`src/rtl/riscv_sim_ctrl.sv`:
```
// Simulation run controller for a RISC-V core: holds core reset, runs it, and
// reports how the run ended (tohost mailbox, stuck PC, or cycle timeout).
module riscv_sim_ctrl #(
   parameter int unsigned        RegBits     = 32,
   parameter int unsigned        CntBits     = 32,
   parameter int unsigned        ResetCycles = 4,
   parameter int unsigned        MaxCycles   = 1000,
   parameter int unsigned        StallCycles = 8,
   parameter logic [RegBits-1:0] ToHostAddr  = 'h0000_1000
) (
   input  logic               clk_i,
   input  logic               rst_i,
   input  logic               start_i,
   input  logic [RegBits-1:0] pc_i,
   input  logic               memory_write_i,
   input  logic [RegBits-1:0] alu_result_i,
   input  logic [RegBits-1:0] write_data_i,
   output logic               core_rst_o,
   output logic               running_o,
   output logic               done_o,
   output logic               pass_o,
   output logic               fail_o,
   output logic               timeout_o,
   output logic               stall_o,
   output logic [RegBits-1:0] exit_code_o,
   output logic [CntBits-1:0] cycle_count_o
);

   typedef enum logic [1:0] {StIdle, StHold, StRun, StDone} state_e;

   localparam logic [7:0]         HoldLast  = 8'(ResetCycles - 1);
   localparam logic [31:0]        StallLast = 32'(StallCycles - 1);
   localparam logic [CntBits-1:0] TimeoutAt = CntBits'(MaxCycles - 1);

   state_e             state_q;
   logic [7:0]         hold_cnt_q;
   logic [31:0]        stall_cnt_q;
   logic [RegBits-1:0] prev_pc_q;
   logic               ref_valid_q;
   logic               core_rst_q;
   logic               pass_q;
   logic               fail_q;
   logic               timeout_q;
   logic               stall_q;
   logic [RegBits-1:0] exit_code_q;
   logic [CntBits-1:0] cycle_cnt_q;

   logic mbox_hit;
   logic pc_same;
   logic stall_hit;
   logic timeout_hit;

   always_comb begin
      mbox_hit    = memory_write_i && (alu_result_i == ToHostAddr);
      // ref_valid_q is low in the first RUN cycle so the reference PC is only captured
      pc_same     = ref_valid_q && (pc_i == prev_pc_q);
      stall_hit   = pc_same && (stall_cnt_q == StallLast);
      timeout_hit = (cycle_cnt_q == TimeoutAt);
   end

   always_ff @(posedge clk_i) begin
      if (!rst_i) begin
         state_q     <= StIdle;
         hold_cnt_q  <= '0;
         stall_cnt_q <= '0;
         prev_pc_q   <= '0;
         ref_valid_q <= 1'b0;
         core_rst_q  <= 1'b0;
         pass_q      <= 1'b0;
         fail_q      <= 1'b0;
         timeout_q   <= 1'b0;
         stall_q     <= 1'b0;
         exit_code_q <= '0;
         cycle_cnt_q <= '0;
      end else begin
         unique case (state_q)
            StIdle, StDone: begin
               if (start_i) begin
                  state_q     <= StHold;
                  hold_cnt_q  <= '0;
                  cycle_cnt_q <= '0;
                  core_rst_q  <= 1'b0;
                  pass_q      <= 1'b0;
                  fail_q      <= 1'b0;
                  timeout_q   <= 1'b0;
                  stall_q     <= 1'b0;
                  exit_code_q <= '0;
               end
            end
            StHold: begin
               if (hold_cnt_q == HoldLast) begin
                  state_q     <= StRun;
                  core_rst_q  <= 1'b1;
                  ref_valid_q <= 1'b0;
                  stall_cnt_q <= '0;
               end else begin
                  hold_cnt_q <= hold_cnt_q + 8'd1;
               end
            end
            StRun: begin
               if (!(&cycle_cnt_q)) cycle_cnt_q <= cycle_cnt_q + 1'b1;
               prev_pc_q   <= pc_i;
               ref_valid_q <= 1'b1;
               stall_cnt_q <= pc_same ? stall_cnt_q + 32'd1 : 32'd0;
               // Exit priority: mailbox, then stuck PC, then timeout
               if (mbox_hit) begin
                  state_q     <= StDone;
                  core_rst_q  <= 1'b0;
                  exit_code_q <= write_data_i >> 1;
                  if (write_data_i == RegBits'(1)) pass_q <= 1'b1;
                  else                             fail_q <= 1'b1;
               end else if (stall_hit) begin
                  state_q    <= StDone;
                  core_rst_q <= 1'b0;
                  stall_q    <= 1'b1;
               end else if (timeout_hit) begin
                  state_q    <= StDone;
                  core_rst_q <= 1'b0;
                  timeout_q  <= 1'b1;
               end
            end
            default: state_q <= StIdle;
         endcase
      end
   end

   assign core_rst_o    = core_rst_q;
   assign running_o     = (state_q == StRun);
   assign done_o        = (state_q == StDone);
   assign pass_o        = pass_q;
   assign fail_o        = fail_q;
   assign timeout_o     = timeout_q;
   assign stall_o       = stall_q;
   assign exit_code_o   = exit_code_q;
   assign cycle_count_o = cycle_cnt_q;

endmodule

```
`config.mk`:
```
export PLATFORM = sky130hd
export DESIGN_NAME = riscv_sim_ctrl
export DESIGN_NICKNAME = d
export VERILOG_FILES = /design/src/rtl/riscv_sim_ctrl.sv
export SDC_FILE = /design/constraint.sdc
export NUM_CORES = 1
export LEC_CHECK = 0
export BUFFER_PORTS_ARGS = -buffer_cell sky130_fd_sc_hd__buf_4
export CAP_MARGIN = 20
export CORE_ASPECT_RATIO = 0.7
export CORE_MARGIN = 1.5
export CORE_UTILIZATION = 25
export CTS_BUF_LIST = sky130_fd_sc_hd__clkbuf_8
export CTS_CLUSTER_DIAMETER = 150
export CTS_CLUSTER_SIZE = 30
export DETAILED_ROUTE_END_ITERATION = 8
export PLACE_DENSITY = 0.5
export SLEW_MARGIN = 20
export SYNTH_ARGS = -nofsm -noshare
export SYNTH_HDL_FRONTEND = slang
export SYNTH_SLANG_ARGS = --single-unit
```
`constraint.sdc`:
```
create_clock -name clk_i -period 2.69 [get_ports clk_i]
set_input_delay 0.1345 -clock clk_i [delete_from_list [all_inputs] [get_ports clk_i]]
set_output_delay 0.1345 -clock clk_i [all_outputs]
set_load 0.005 [all_outputs]
```
==> flow_summary.yaml, run 1 <==
clock_tree:
  cts_resized: 0
  root_buffer: "clkbuf_8"
  insertion_delay_ps: 460
  clk_pin_slew_worst_paths_ps: 80
  cts-buffers-inserted: 17
  clockBufferDepth: 2
  cts_tree: "done"
  cts.sinks: 143
  htreeDepth: 4
setup_path:
  worstSetupPathType: "reg2reg"
  start_kind: "register"
  r2r-start: "hold_cnt_q[0]"
  r2r_slack_ps: 320
  reg2regPathDepth: 8
  path_delay_family: "simple AND/OR/NAND/NOR gates"
  crit_start: "hold_cnt_q[0]"
  critPathMaxFanout: 44
  end_kind: "register"
  crit_required_ps: 3100
  worstPathArrival_ps: 2780
  cp.depth: 8
  path_buf_inv: 1
  r2r_end: "stall_cnt_q[27]"
  slowest_delay_ps: 380
  path_cells: "ha_1, nor4b_2, a21boi_0, nor3_1, and4_1, buf_12, or3b_1, nand3_1"
  slowest_stage: "dfxtp_1"
synth:
  ys.flop_type: "dfxtp_1"
  synth_seq_cells: 143
  synth_top_area_share: 0.4117
  synth_compound_area_frac: 0.1013
  synth_area_mm2: 0.006953
  synth_seq_area_share: 0.4117
  syn_nets: 942
  synth_edf_count: 0
  synthMuxAreaShare: 0.06946
  ys_async_sr_fraction: 0
  synth_warnings: 0
  yosysUniqueCellTypes: 57
  synth-simple-area-share: 0.2955
  synthTopCellsByArea: "dfxtp_1 (41%), mux2i_1 (6.6%), nand3_1 (6.0%)"
  synth_top_family_by_area: "simple AND/OR/NAND/NOR gates"
  synth.largest_area_cell: "dfxtp_1"
  synth-adder-area-share: 0.01260
  syn-instance-count: 835
  synthXorXnorAreaFrac: 0.06550
  syn_avg_cell_area_um2: 8.327
sta:
  fin_crit_sh: 0.8829
  hold_viol: 0
  timing.final.crit_period_ps: 2375
  setup_ws_ps: 315.1
  setup_viol_count_final: 0
  slew_viol_final: 0
  setup_tns_ps: 0
  rsz0062_at_grt: "no"
  worst_slew_pin_slew_ps: 878.2
  fmax_mhz: 421.1
  slew_headroom: 0.4136
  clock_skew_ps: 15.65
grt:
  grt_pass1_wl_um: 33700
  grt_max_degree: 68
  antenna_found_initial: 0
  gr-total-overflow: 0
  grt_pass1_vias: 6455
  grt_usage: 0.1464
die:
  start_util: 0.2573
  design.core.area_mm2: 0.02703
  ios: 171
  dieWidth_um: 202.3
  die_h_um: 142.5
  fp.dieArea_mm2: 0.02884
  rows: 50
placed_design:
  gp_congestion: 0.7798
  place_area_mm2: 0.008675
  dp_hpwl_um: 14480
  dp_cells: 1345
  place_ws_ps: 352.6
  portBuffers: 169
routing:
  dr.pass1.iters: 4
  ant_nets: 0
  num_vias: 6675
  route.detailed.drc: 0
  dr.first_iter.drc_count: 316
  wl_per_cell_um: 14.34
  drt-total-wl_um: 20660
  via_per_inst: 4.632
pwr:
  ir_drop_uv: 359.2
  p_leak_nw: 3.673
  power_density_mw_per_mm2: 633.4
job:
  drv_cap: 0
finish:
  drive_gt1_frac: 0.2256
  antenna_cells: 0
  final_cell_area_mm2: 0.009774
  area_growth_pct: 40.58
  final_cells: 1441
  nets: 1171
worst_hold_path:
  min_to: "stall_o"
  holdPathStages: 6
  holdCritStartpoint: "start_i"
  hp-class: "in2reg"
status:
  status: "finished, final reports clean"
-- synth_stat cells, types with 3 or more instances --
library cell / n
dfxtp_1: 143
nand2_1: 87
nand3_1: 83
nor2_1: 75
a21oi_1: 61
mux2i_1: 46
xnor2_1: 37
nand4_1: 34
clkbuf_1: 29
o21ai_0: 25
nor4_1: 23
inv_1: 21
or3_1: 16
and3_1: 15
xor2_1: 15
nor3_1: 14
and4_1: 9
and2_1: 8
buf_2: 7
ha_1: 7
a22o_1: 6
nand2b_1: 6
buf_1: 5
nor2b_1: 5
o21a_1: 5
a21boi_0: 4
buf_4: 4
nor4b_1: 4
nor3_2: 3
or3b_1: 3
or4_1: 3
-- registers in the layout, indices dropped and copies added (netlist names) --
name	count
prev_pc_q	32
exit_code_o	31
state_q	2
stall_o	1
pass_o	1
fail_o	1
ref_valid_q	1
hold_cnt_q	8
stall_cnt_q	32
cycle_count_o	32
core_rst_o	1
timeout_o	1
-- cell families (layout without fill, tap and decap cells) --
logic type / count (synthesis) / after routing
AO/OA/AOI/OAI: 119 / 119
AND/OR/NAND/NOR: 397 / 397
other: 1 / 1
flip-flops: 143 / 143
XOR/XNOR: 52 / 52
multiplexers: 48 / 48
adder cells (fa/ha/maj): 7 / 7
buffers and inverters: 68 / 310
-- where the power goes --
group	switching (mW)	internal, mW	leakage (nW)	total, mW
Combinational	1.00	0.767	2.28	1.77
Clock	0.865	1.13	0.235	2.00
Sequential	0.130	2.29	1.15	2.42
Total	2.00	4.19	3.67	6.19
-- placed cells by master, fill, tap and decap left out, drive strengths merged, types with 4 or more instances in the layout --
| cell | Yosys | layout |
|---|---|---|
| mux2i | 46 | 46 |
| xnor2 | 37 | 37 |
| a21boi | 4 | 4 |
| and3 | 15 | 15 |
| bufinv | 0 | 4 |
| inv | 21 | 21 |
| nand4 | 35 | 35 |
| nand2 | 87 | 87 |
| clkinv | 0 | 5 |
| nand2b | 6 | 6 |
| dlygate4sd3 | 0 | 64 |
| o21a | 5 | 5 |
| buf | 18 | 193 |
| nor3 | 17 | 17 |
| xor2 | 15 | 15 |
| clkbuf | 29 | 22 |
| nor4b | 5 | 5 |
| and2 | 8 | 8 |
| nor4 | 25 | 25 |
| nor2b | 5 | 5 |
| nand3 | 83 | 83 |
| ha | 7 | 7 |
| and4 | 9 | 9 |
| a22o | 6 | 6 |
| or3 | 16 | 16 |
| a21oi | 61 | 61 |
| dfxtp | 143 | 143 |
| nor2 | 75 | 75 |
| o21ai | 27 | 27 |
-- worst max-delay path by stage --
stage | to | slack [ps]
after floorplan | cycle_count_o[24] | 510
after global placement | cycle_count_o[31] | 180
after detailed placement | stall_cnt_q[27] | 350
after CTS | stall_cnt_q[27] | 320
after global routing | stall_cnt_q[4] | 100
final | stall_cnt_q[27] | 320
-- cell type report --
type / count / area (um2)
fillers: 2790 / 17250
multi-input cells: 624 / 3816
flip-flops and latches: 143 / 2863
repair buffers: 257 / 2102
well taps: 364 / 455.4
clock buffers: 22 / 302.8
clock inverters: 10 / 156.4
inverters: 21 / 78.83
-- routing by layer --
| metal | up-vias | routed length [um] | track usage |
|---|---|---|---|
| met1 | 3078 | 10440 | 0.2007 |
| met4 | 0 | 194 | 0.03938 |
| met3 | 12 | 1199 | 0.04464 |
| li1 | 3423 | - | - |
| met5 | - | 0 | 0 |
| met2 | 162 | 8830 | 0.2213 |
-- tightest hold or removal path, stage by stage --
cell,delay [ps]
buf_4,100
nand2_1,90
o21ai_2,140
a211oi_1,60
nand3_1,80
nand2_1,40
-- timing repair --
item                      4_1_cts  5_1_grt
hold buffers                   64        0
setup buffers                   0        0
hold endpoints to repair       66        0
-- metrics by stage --
stage	utilization	hold WS [ps]	power [mW]
3_3_place_gp	0.3207	382.8	4.184
6_report	0.3617	227.7	6.191
3_5_place_dp	0.3210	396.9	4.188
2_1_floorplan	-	281.7	3.550
4_1_cts	0.3617	185.0	6.297
5_1_grt	0.3617	227.6	6.593
Note: power is estimated with default switching activity, not from simulation.
==> run 2, diff against run 1 <==
--- a/config.mk
+++ b/config.mk
@@ -15,6 +15,7 @@
 export CTS_CLUSTER_SIZE = 30
 export DETAILED_ROUTE_END_ITERATION = 8
 export PLACE_DENSITY = 0.5
+export RECOVER_POWER = 50
 export SLEW_MARGIN = 20
 export SYNTH_ARGS = -nofsm -noshare
 export SYNTH_HDL_FRONTEND = slang
==> run 2 against run 1 <==
Against the previous run:
- sequential share of layout area increased by 0.40 points
- core utilization down 0.49 points
- final cell count is the same
- largest cell class unchanged
- sequential cell count did not move
- cell area decreased by 1.4%
- critical endpoint is now cycle_count_o[25]
- via count barely moved
- combinational power is 3% lower
- setup slack got worse by 89 ps
- first-iteration DRC count rose by 0.32%
- register-to-register slack worse by 90 ps
==> flow_summary.yaml, run 2 (same netlist as run 1, synthesis figures left out) <==
status:
  status: "finished, final reports clean"
grt:
  grt_usage: 0.1464
  gr-total-overflow: 0
  grt_pass1_vias: 6455
  grt_max_degree: 68
  antenna_found_initial: 0
  grt_pass1_wl_um: 33700
finish:
  area_growth_pct: 38.67
  fillCellCount: 2822
  final_cells: 1441
  layout_commonest_cell: "dfxtp_1"
  drive_gt1_frac: 0.1950
  final_cell_area_mm2: 0.009642
  nets: 1171
  mostFrequentLayoutCells: "dfxtp_1 (143), buf_4 (122), nand2_1 (87)"
  antenna_cells: 0
setup_path:
  start_kind: "register"
  slowest_delay_ps: 450
  path_delay_family: "simple AND/OR/NAND/NOR gates"
  critPathMaxFanout: 13
  path_cells: "inv_1, ha_1, mux2_2, and3_1, o311ai_2, or3_1, a21oi_1"
  slowest_stage: "ha_1"
  end_kind: "register"
  crit_required_ps: 3090
  worstPathArrival_ps: 2860
  path_buf_inv: 1
  worstSetupPathType: "reg2reg"
routing:
  via_per_inst: 4.636
  wl_per_cell_um: 14.33
  dr.first_iter.drc_count: 317
  num_vias: 6681
  ant_nets: 0
  drt-total-wl_um: 20650
  route.detailed.drc: 0
  dr.pass1.iters: 5
placed_design:
  portBuffers: 169
  dp_cells: 1345
  place_ws_ps: 352.6
  gp_congestion: 0.7798
  place_area_mm2: 0.008675
  dp_hpwl_um: 14480
sta:
  whs_ps: 233.9
  slew_viol_final: 0
  setup_tns_ps: 0
  slew_headroom: 0.4137
  setup_viol_count_final: 0
  fin_crit_sh: 0.9160
  timing.final.crit_period_ps: 2464
  fmax_mhz: 405.8
  hold_viol: 0
  worst_slew_pin_slew_ps: 878.0
  setup_ws_ps: 226.0
  rsz0062_at_grt: "no"
  clock_skew_ps: 15.48
worst_hold_path:
  hp-class: "in2reg"
clock_tree:
  cts.sinks: 143
  clockBufferDepth: 2
  post_cts_buffers: 0
  cts_resized: 0
  cts-buffers-inserted: 17
  root_buffer: "clkbuf_8"
  htreeDepth: 4
  cts_tree: "done"
  insertion_delay_ps: 460
  clk_pin_slew_worst_paths_ps: 90
die:
  ios: 171
  design.core.area_mm2: 0.02703
  fp.dieArea_mm2: 0.02884
  start_util: 0.2573
  rows: 50
  die_h_um: 142.5
  dieWidth_um: 202.3
pwr:
  ir_drop_uv: 356.2
  power_density_mw_per_mm2: 635.9
  p_leak_nw: 3.515
job:
  drv_cap: 0
[run 2: path summary, 6_finish.rpt]
path	from	to	slack, ps	depth (start not counted)
setup / recovery	state_q[0]	cycle_count_o[25]	230	7
setup reg to reg	state_q[0]	cycle_count_o[25]	230	7
hold / removal	start_i	stall_o	230	6
hold reg to reg	exit_code_o[9]	exit_code_o[9]	450	2
[run 2: layer usage]
metal / track usage / part of all wire
met5: 0 / 0
met1: 0.2007 / 0.50
met4: 0.03938 / 0.0097
met3: 0.04464 / 0.063
met2: 0.2213 / 0.43
[run 2: cell type report]
cell class / instances / area, um2 / share of cell area
inverter: 21 / 78.83 / 0.008175
timing repair buffer: 257 / 1982 / 0.2056
sequential: 143 / 2863 / 0.2969
tap: 364 / 455.4 / 0.04724
clock inverter: 10 / 156.4 / 0.01622
multi-input combinational: 624 / 3804 / 0.3945
clock buffer: 22 / 302.8 / 0.03140
[run 2: power by group]
part	total, mW	switching (mW)	internal, mW
registers	2.42	0.125	2.29
clock network	2.00	0.869	1.13
logic	1.71	1.00	0.708
[run 2: tightest hold or removal path, stage by stage]
cell	delay, ps
buf_4	100
nand2_1	90
o21ai_2	140
a211oi_1	60
nand3_1	80
nand2_1	50
[run 2: timing repair]
action / 4_1_cts / 5_1_grt
hold endpoints to repair: 66 / 0
endpoints found under the setup margin: 0 / 0
hold buffers: 64 / 0
[run 2: per-stage QoR]
| stage | util | power, mW |
|---|---|---|
| after floorplan | - | 3.550 |
| after global placement | 0.3207 | 4.184 |
| after detailed placement | 0.3210 | 4.188 |
| after CTS | 0.3617 | 6.297 |
| after global routing | 0.3568 | 6.524 |
| final | 0.3568 | 6.131 |
==> run 3, diff against run 2 <==
--- a/config.mk
+++ b/config.mk
@@ -15,7 +15,7 @@
 export CTS_CLUSTER_SIZE = 30
 export DETAILED_ROUTE_END_ITERATION = 8
 export PLACE_DENSITY = 0.5
-export RECOVER_POWER = 50
+export RECOVER_POWER = 25
 export SLEW_MARGIN = 20
 export SYNTH_ARGS = -nofsm -noshare
 export SYNTH_HDL_FRONTEND = slang
==> run 3 against run 2 <==
Against the previous run:
- setup slack better by 85 ps
- final cell count did not move
- first-iteration DRC count increased by 6.0%
- clock power barely moved
- count of clock-buffer cells in the layout did not move
- total power rose by 0.68%
- critical path depth increased by 1
- wire length about the same
- core utilization rose by 0.23 points
==> flow_summary.yaml, run 3 (same netlist as run 1, synthesis figures left out) <==
status:
  status: "finished, final reports clean"
routing:
  via_per_inst: 4.657
  dr.first_iter.drc_count: 336
  drt-total-wl_um: 20630
  dr.pass1.iters: 5
  route.detailed.drc: 0
  num_vias: 6711
  ant_nets: 0
  wl_per_cell_um: 14.32
setup_path:
  path_cells: "ha_1, nor4b_2, a21boi_0, nor3_1, and4_1, buf_12, or3b_1, nand3_1"
  slowest_delay_ps: 380
  slowest_stage: "dfxtp_1"
  worstPathArrival_ps: 2780
  start_kind: "register"
  path_delay_family: "simple AND/OR/NAND/NOR gates"
  critPathMaxFanout: 44
  crit_required_ps: 3100
  end_kind: "register"
  path_buf_inv: 1
  worstSetupPathType: "reg2reg"
pwr:
  p_leak_nw: 3.573
  ir_drop_uv: 359.7
  power_density_mw_per_mm2: 636.1
  intPower_mw: 4.170
  clkPwrFrac: 0.324
  sequentialPowerShare: 0.392
  p_sw_frac: 0.3245
  pwr-share-comb: 0.284
  switchingPower_mw: 2.003
finish:
  nets: 1171
  layout_commonest_cell: "dfxtp_1"
  drive_gt1_frac: 0.2080
  area_growth_pct: 39.55
  final_cells: 1441
  final_cell_area_mm2: 0.009703
  mostFrequentLayoutCells: "dfxtp_1 (143), buf_4 (139), nand2_1 (87)"
  antenna_cells: 0
  fillCellCount: 2813
sta:
  setup_tns_ps: 0
  timing.final.crit_period_ps: 2379
  fin_crit_sh: 0.8844
  fmax_mhz: 420.3
  hold_viol: 0
  clock_skew_ps: 17.23
  setup_ws_ps: 310.9
  setup_viol_count_final: 0
  rsz0062_at_grt: "no"
  slew_viol_final: 0
  whs_ps: 235.5
  slew_headroom: 0.4149
  worst_slew_pin_slew_ps: 876.3
die:
  die_h_um: 142.5
  ios: 171
  rows: 50
  fp.dieArea_mm2: 0.02884
  start_util: 0.2573
  design.core.area_mm2: 0.02703
  dieWidth_um: 202.3
clock_tree:
  cts.sinks: 143
  htreeDepth: 4
  cts-buffers-inserted: 17
  post_cts_buffers: 0
  insertion_delay_ps: 460
  cts_resized: 0
  hold_buffers: 64
  cts_tree: "done"
  clk_pin_slew_worst_paths_ps: 80
  clockBufferDepth: 2
  root_buffer: "clkbuf_8"
placed_design:
  gp_congestion: 0.7798
  dp_hpwl_um: 14480
  place_area_mm2: 0.008675
  portBuffers: 169
  place_ws_ps: 352.6
  dp_cells: 1345
grt:
  grt_pass1_wl_um: 33700
  antenna_found_initial: 0
  grt_pass1_vias: 6455
  grt_max_degree: 68
  grt_usage: 0.1464
  gr-total-overflow: 0
worst_hold_path:
  hp-class: "in2reg"
job:
  drv_cap: 0
run 3: cell types whose count changed in the layout (fill, tap and decap cells not counted), sizes merged:
| cell | delta |
|---|---|
| clkbuf | -17 |
| buf | +17 |
run 3: power groups by stage:
stage	logic (mW)	registers, mW	clock network (mW)
final	1.75	2.42	2.00
after CTS	1.80	2.42	2.07
after floorplan	1.10	2.45	0
after global routing	1.96	2.45	2.16
after global placement	1.72	2.46	0
after detailed placement	1.72	2.47	0
run 3: per-stage QoR:
stage	power, mW	utilization
after floorplan	3.550	-
after global placement	4.184	0.3207
after detailed placement	4.188	0.3210
after CTS	6.297	0.3617
after global routing	6.569	0.3590
final	6.173	0.3590
run 3: path summary, 6_finish.rpt:
path                                startpoint              end  slack [ps]  cells past startpoint
worst min-delay path                   start_i          stall_o         240                      6
worst max register to register   hold_cnt_q[0]  stall_cnt_q[27]         310                      8
worst min register to register  exit_code_o[9]   exit_code_o[9]         450                      2
worst max-delay path             hold_cnt_q[0]  stall_cnt_q[27]         310                      8
run 3: cell type report:
| class | count | area [um2] | area share |
|---|---|---|---|
| clock inverters | 10 | 156.4 | 0.01612 |
| flip-flops and latches | 143 | 2863 | 0.2950 |
| well taps | 364 | 455.4 | 0.04694 |
| multi-input cells | 624 | 3816 | 0.3933 |
| clock buffers | 22 | 302.8 | 0.03121 |
| inverters | 21 | 78.83 | 0.008124 |
| repair buffers | 257 | 2031 | 0.2093 |
run 3: worst reg2reg max path, stage by stage (launching register included):
cell,delay (ps)
dfxtp_1,380
ha_1,230
nor4b_2,340
a21boi_0,270
nor3_1,180
and4_1,250
buf_12,220
or3b_1,390
nand3_1,80
run 3: per-layer routing:
layer  vias to the layer above  wire length (um)  GRT usage
li1                       3430                 -          -
met1                      3095             10310     0.2007
met2                       172              8846     0.2213
met3                        14              1278    0.04464
met4                         0               201    0.03938
met5                         -                 0          0
